File: config.mk
export PLATFORM = sky130hd
export DESIGN_NAME = wb_queue
export DESIGN_NICKNAME = d
export VERILOG_FILES = /design/src/rtl/wb_queue.sv
export SDC_FILE = /design/constraint.sdc
export NUM_CORES = 1
export LEC_CHECK = 0
export ABC_AREA = 1
export BUFFER_PORTS_ARGS = -buffer_cell sky130_fd_sc_hd__buf_2
export CORE_UTILIZATION = 56
export DETAILED_ROUTE_END_ITERATION = 6
export PLACE_DENSITY = 0.84
export RECOVER_POWER = 100
export SKIP_CTS_REPAIR_TIMING = 1
export SLEW_MARGIN = 20
export SYNTH_ARGS = -nofsm -noshare
export SYNTH_HDL_FRONTEND = slang
export SYNTH_SLANG_ARGS = --single-unit
File: constraint.sdc
create_clock -name clk_i -period 4.9 [get_ports clk_i]
set_clock_uncertainty 0.05 [all_clocks]
set_input_delay 0.245 -clock clk_i [delete_from_list [all_inputs] [get_ports clk_i]]
set_output_delay 0.245 -clock clk_i [all_outputs]
set_load 0.01 [all_outputs]
File: src/rtl/wb_queue.sv
// ============================================================================
//  Module   : wb_queue
//  Brief    : Writeback queue merging ALU and load results into one register
//             file write port, with hazard lookup and optional forwarding
//             (enabled by defining WB_BYPASS_EN).
//  Revision : 1.0  initial release
// ============================================================================
`default_nettype none

module wb_queue #(
    parameter int DEPTH = 4
) (
    input  logic                       clk_i,
    input  logic                       reset_i,
    input  logic                       alu_valid_i,
    input  logic [4:0]                 alu_rd_i,
    input  logic [31:0]                alu_data_i,
    input  logic                       ld_valid_i,
    input  logic [4:0]                 ld_rd_i,
    input  logic [31:0]                ld_data_i,
    output logic                       alu_ready_o,
    output logic                       ld_ready_o,
    input  logic                       stall_i,
    output logic                       regwren_o,
    output logic [4:0]                 rd_o,
    output logic [31:0]                datawb_o,
    output logic [$clog2(DEPTH):0]     count_o,
    input  logic [4:0]                 query_rs_i,
    output logic                       pending_o,
    output logic                       fwd_valid_o,
    output logic [31:0]                fwd_data_o
);

    localparam int PW = (DEPTH > 1) ? $clog2(DEPTH) : 1;
    localparam int CW = $clog2(DEPTH) + 1;
    localparam logic [CW-1:0] C_FULL = CW'(DEPTH);

    logic [PW-1:0] wr_ptr_q, wr_ptr_d;
    logic [PW-1:0] rd_ptr_q, rd_ptr_d;
    logic [CW-1:0] count_q, count_d;
    logic          regwren_q, regwren_d;
    logic [4:0]    rd_q, rd_d;
    logic [31:0]   data_q, data_d;

    logic [4:0]    rd_mem_q   [DEPTH];
    logic [4:0]    rd_mem_d   [DEPTH];
    logic [31:0]   data_mem_q [DEPTH];
    logic [31:0]   data_mem_d [DEPTH];

    logic          full;
    logic          ld_acc;
    logic          alu_acc;
    logic [4:0]    push_rd;
    logic [31:0]   push_data;
    logic          push;
    logic          pop;
    logic [DEPTH-1:0] entry_match;
    logic          any_match;

    assign full        = (count_q == C_FULL);
    assign ld_ready_o  = !full;
    assign alu_ready_o = !full && !ld_valid_i;

    assign ld_acc    = ld_valid_i && ld_ready_o;
    assign alu_acc   = alu_valid_i && alu_ready_o;
    assign push_rd   = ld_acc ? ld_rd_i   : alu_rd_i;
    assign push_data = ld_acc ? ld_data_i : alu_data_i;
    // Writes to x0 are handshaken but silently dropped.
    assign push      = (ld_acc || alu_acc) && (push_rd != 5'd0);
    assign pop       = !stall_i && (count_q != '0);

    always_comb begin
        wr_ptr_d   = wr_ptr_q;
        rd_ptr_d   = rd_ptr_q;
        count_d    = count_q;
        rd_mem_d   = rd_mem_q;
        data_mem_d = data_mem_q;
        regwren_d  = pop;
        rd_d       = rd_q;
        data_d     = data_q;

        if (push) begin
            rd_mem_d[wr_ptr_q]   = push_rd;
            data_mem_d[wr_ptr_q] = push_data;
            wr_ptr_d             = wr_ptr_q + PW'(1);
        end

        if (pop) begin
            rd_d     = rd_mem_q[rd_ptr_q];
            data_d   = data_mem_q[rd_ptr_q];
            rd_ptr_d = rd_ptr_q + PW'(1);
        end

        case ({push, pop})
            2'b10:   count_d = count_q + CW'(1);
            2'b01:   count_d = count_q - CW'(1);
            default: count_d = count_q;
        endcase
    end

    always_ff @(posedge clk_i or posedge reset_i) begin
        if (reset_i) begin
            wr_ptr_q  <= '0;
            rd_ptr_q  <= '0;
            count_q   <= '0;
            regwren_q <= 1'b0;
            rd_q      <= '0;
            data_q    <= '0;
        end else begin
            wr_ptr_q  <= wr_ptr_d;
            rd_ptr_q  <= rd_ptr_d;
            count_q   <= count_d;
            regwren_q <= regwren_d;
            rd_q      <= rd_d;
            data_q    <= data_d;
        end
    end

    // Storage needs no reset: only slots below count_q are ever observed.
    always_ff @(posedge clk_i) begin
        rd_mem_q   <= rd_mem_d;
        data_mem_q <= data_mem_d;
    end

    assign regwren_o = regwren_q;
    assign rd_o      = rd_q;
    assign datawb_o  = data_q;
    assign count_o   = count_q;

    // Slot k of entry_match is the k-th oldest queued entry (0 = head).
    for (genvar k = 0; k < DEPTH; k++) begin : g_age
        logic [PW-1:0] idx;
        assign idx            = rd_ptr_q + PW'(k);
        assign entry_match[k] = (CW'(k) < count_q) && (rd_mem_q[idx] == query_rs_i);
    end

    assign any_match = (|entry_match) || (regwren_q && (rd_q == query_rs_i));
    assign pending_o = (query_rs_i != 5'd0) && any_match;

`ifdef WB_BYPASS_EN
    logic [31:0] hit_data;

    // Scan oldest to youngest so the youngest match overrides.
    always_comb begin
        hit_data = '0;
        if (regwren_q && (rd_q == query_rs_i)) begin
            hit_data = data_q;
        end
        for (int k = 0; k < DEPTH; k++) begin
            if (entry_match[k]) begin
                hit_data = data_mem_q[rd_ptr_q + PW'(k)];
            end
        end
    end

    assign fwd_valid_o = pending_o;
    assign fwd_data_o  = hit_data;
`else
    assign fwd_valid_o = 1'b0;
    assign fwd_data_o  = 32'd0;
`endif

endmodule

`default_nettype wire
==> results_tabular.tex <==
\begin{tabular}{lr}
\hline
Metric & Value \\
\hline
\multicolumn{2}{l}{\textbf{Run}} \\
\quad Number of max-cap violations & 1 \\
\multicolumn{2}{l}{\textbf{Worst setup path}} \\
\quad CP max FO & 22 \\
\quad Length in cells of the worst reg-to-reg path & 10 \\
\quad Endpoint kind of the worst setup timing path & flip-flop \\
\quad FF-to-FF Start & count\_o[0] \\
\quad CP Class & flip-flop to flip-flop \\
\quad Data arrival, critical path & roughly 4300 ps \\
\quad Worst EP required & roughly 5000 ps \\
\quad Worst setup path start & count\_o[0] \\
\quad Slack of the worst reg-to-reg path & about 640 ps \\
\quad Startpoint type of the worst setup path & flip-flop \\
\multicolumn{2}{l}{\textbf{Cells and area}} \\
\quad Highest-count cells in the layout ignoring fill and taps & 210 x nand2\_1, 148 x edfxtp\_1, 84 x buf\_2 \\
\quad Commonest non-fill, non-tap cell in the layout & nand2\_1 \\
\quad Cell area after layout & approximately 10000 sq um \\
\quad Nets & 971 \\
\quad Final cell count without fillers & between 1000 and 1500 \\
\quad Ant diodes & 0 \\
\quad Area growth syn-to-layout & 14.1\% \\
\quad Share of post-route cells with drive strength above 1 & between 10 and 15\% \\
\multicolumn{2}{l}{\textbf{GRT}} \\
\quad Number of global-route vias before repair & between 5000 and 6000 \\
\quad First-pass GRT wire length & 29600 um \\
\quad Pin count of the biggest net entering global routing & 70 \\
\quad Initial antenna violation count & 0 \\
\quad Total congestion overflow after global routing & 0 \\
\quad Overall track demand over capacity in global routing & around a quarter \\
\multicolumn{2}{l}{\textbf{Min path}} \\
\quad Origin of the worst min-delay path & ld\_data\_i[15] \\
\quad Path category of the worst min-delay check & primary input to flip-flop \\
\quad Cells on Worst Hold Path & 2 \\
\multicolumn{2}{l}{\textbf{Clock network}} \\
\quad Num Clock Sinks & between 150 and 200 \\
\quad Clock input transition at the sequential cells of the worst setup and hold paths & $\sim$70 ps \\
\quad CTS tree & built \\
\quad Clk\_lat worst skew & about 430 ps \\
\quad H-tree lvl count & 4 \\
\quad Number of clock buffers inserted by TritonCTS & 17 \\
\quad Maximum count of clock buffers along a single path & 2 \\
\quad Clk root buf & clkbuf\_16 \\
\multicolumn{2}{l}{\textbf{Place}} \\
\quad Detailed placer's ending HPWL & 11800 um \\
\quad Placed instance count & $\sim$1000 \\
\quad Placer Congestion & between 0.9 and 1 \\
\quad Placement Cell Area & 9290 sq um \\
\quad Number of I/O port buffers & $\sim$130 \\
\quad Pre-CTS setup slack & around 1100 ps \\
\multicolumn{2}{l}{\textbf{Floorplan}} \\
\quad Core footprint & roughly 15000 sq um \\
\quad Count of boundary I/O pins & about 160 \\
\quad Area enclosed by the die boundary & about 16000 sq um \\
\quad Std cell rows & between 40 and 50 \\
\quad Initial core utilization & roughly 58\% \\
\quad Y dimension of the die & roughly 130 um \\
\quad Die W & 126 um \\
\multicolumn{2}{l}{\textbf{STA}} \\
\quad Normalized max-slew margin & -90.8\% \\
\quad Setup TNS & 0 ps \\
\quad Actual slew at the worst max-slew pin & roughly 2900 ps \\
\quad Fin crit share & 86.8\% \\
\quad Final Worst Setup Slack & between 600 and 700 ps \\
\quad Achievable Freq & 235 MHz \\
\quad Final-report max-slew violation count & 46 \\
\quad Final-report hold violation count & 0 \\
\quad Clock period minus worst slack & around 4300 ps \\
\quad Unrepaired setup endpoints after global routing & false \\
\quad Setup Viol. Count Final & 0 \\
\multicolumn{2}{l}{\textbf{Logic synthesis}} \\
\quad Average cell area after synthesis & between 10 and 15 sq um \\
\quad Synthesized netlist cell count & 759 \\
\quad Synthesized-area fraction occupied by ao, oa, aoi and oai cells & around 8\% \\
\quad Cell taking the most area after synthesis & edfxtp\_1 \\
\quad Register bit total from synthesis & between 150 and 200 \\
\quad Dominant combinational cell family by area after synthesis & simple AND/OR/NAND/NOR gates \\
\quad Top cells by area in the synthesized netlist & edfxtp\_1 52\%, dfrtp\_1 13\%, nand2\_1 9.1\% \\
\quad Portion of netlist area occupied by mux cells & 4.19\% \\
\quad Fraction of the mapped netlist area in simple logic gates & between 10 and 15\% \\
\quad Xor and xnor fraction of the mapped netlist area & less than 1\% \\
\quad Sequential-to-total area share from yosys stat & about 65\% \\
\quad Number of library cell types mapped by synthesis & 31 \\
\quad Top-area cell type share of the netlist area & roughly 52\% \\
\quad Count of warnings emitted by yosys & 0 \\
\quad Area of the mapped netlist & about 8600 sq um \\
\quad Arithmetic-cell share of the synthesized area counting full adders, half adders and majority gates & under 10\% \\
\multicolumn{2}{l}{\textbf{Run status}} \\
\quad Status & complete, but fails checks \\
\quad Violations in the final reports & max-capacitance violations, max-slew violations \\
\multicolumn{2}{l}{\textbf{Detailed routing}} \\
\quad Vias/cell & 5.67 \\
\quad DRC violations left & 0 \\
\quad Vias after detailed routing & approximately 6000 \\
\quad Detailed-router iteration count before antenna repair & 5 \\
\quad Final WL & around 19000 um \\
\quad Detailed-route wire length per cell & between 15 and 20 um \\
\quad Post-detailed-route count of antenna-violating nets & 0 \\
\quad Iteration-0 DRC Markers & approximately 530 \\
\multicolumn{2}{l}{\textbf{Power and ir drop}} \\
\quad Logic gate share of total power & a little over a third \\
\quad Clock share of power & a little over a fifth \\
\quad Reported leakage power & around 4 nW \\
\quad Internal power & roughly 3.9 mW \\
\quad PwrDens & 641 nW/um\^{}2 \\
\quad Tot Pwr & between 6 and 7 mW \\
\quad Maximum VDD drop & 0.000400 V \\
\quad Switching fraction of total power & a little under two fifths \\
\quad Net switching power of the design & around 2.4 mW \\
\quad Power share of the sequential group & 43.1\% \\
\hline
\end{tabular}
## power by group through the flow
stage | sequential [mW] | clock, mW | combinational (mW)
floorplan | 2.75 | 0 | 1.51
global placement | 2.71 | 0 | 2.20
detailed placement | 2.73 | 0 | 2.25
CTS | 2.71 | 1.36 | 2.28
global route | 2.76 | 1.43 | 2.48
finish | 2.71 | 1.36 | 2.23
## routing by layer
metal  share of wire, %  GRT usage (%)
met3                6.2           5.06
met4                3.6           12.1
met2                 50           42.4
met5                  0              0
met1                 40           29.4
## flip-flops by register name (all words and copies together) (netlist names)
| name | count |
|---|---|
| data_mem_q | 128 |
| datawb_o | 32 |
| rd_mem_q | 20 |
| rd_o | 5 |
| count_o | 3 |
| rd_ptr_q | 2 |
| wr_ptr_q | 2 |
| regwren_o | 1 |
## worst max-delay path, stage by stage (launching register included)
cell and delay (ps):
dfrtp_1 440, inv_1 150, ha_1 220, nand2_1 160, nand2_1 750, buf_4 440, o21ai_0 160, nand4_1 140
o211ai_2 290, nor2_2 880, buf_16 260
## path summary, 6_finish.rpt
path                                   to
setup / recovery           data_mem_q[51]
hold reg to reg                   rd_o[4]
setup reg to reg           data_mem_q[51]
max in group asynchronous    datawb_o[24]
hold / removal             data_mem_q[79]
min in group asynchronous         rd_o[2]
## synth_stat cells
cell	n
edfxtp_1	148
xor2_1	3
a21oi_1	5
xnor2_1	4
nor2_1	55
a41oi_1	26
nand3_1	45
mux2_2	32
nand4_1	3
nor3_1	1
ha_1	9
a22oi_1	39
o21a_1	1
nand2_1	208
o22ai_1	1
buf_1	1
a211oi_1	1
buf_6	1
nand2_2	2
dfrtp_1	45
conb_1	1
buf_2	9
o211ai_1	1
buf_4	35
clkbuf_1	21
inv_2	2
o21ai_1	2
inv_1	37
o21ai_0	14
a31oi_1	6
o211ai_2	1
## cells by family (layout without fill, tap and decap cells)
group / after synthesis / count (layout)
fa+ha+maj: 9 / 9
mux: 32 / 32
flops: 193 / 193
xor+xnor: 7 / 7
compound gates: 97 / 97
buf+inv: 106 / 206
simple gates: 314 / 314
other cells: 1 / 33
## per-stage QoR
step	hold WS, ps	utilization, %
after floorplan	446	-
after global placement	420	62.9
after detailed placement	426	62.9
after CTS	-30.0	66.9
after global routing	134	66.6
final	123	66.6
## layout make-up
class | instances | area, sq um
Tap cell | 184 | 230
Sequential cell | 193 | 5570
Timing Repair Buffer | 135 | 658
Clock inverter | 11 | 134
Multi-Input combinational cell | 492 | 2630
Clock buffer | 21 | 450
Inverter | 39 | 146
Fill cell | 1057 | 4930
Note: power is estimated with default switching activity, not from simulation.
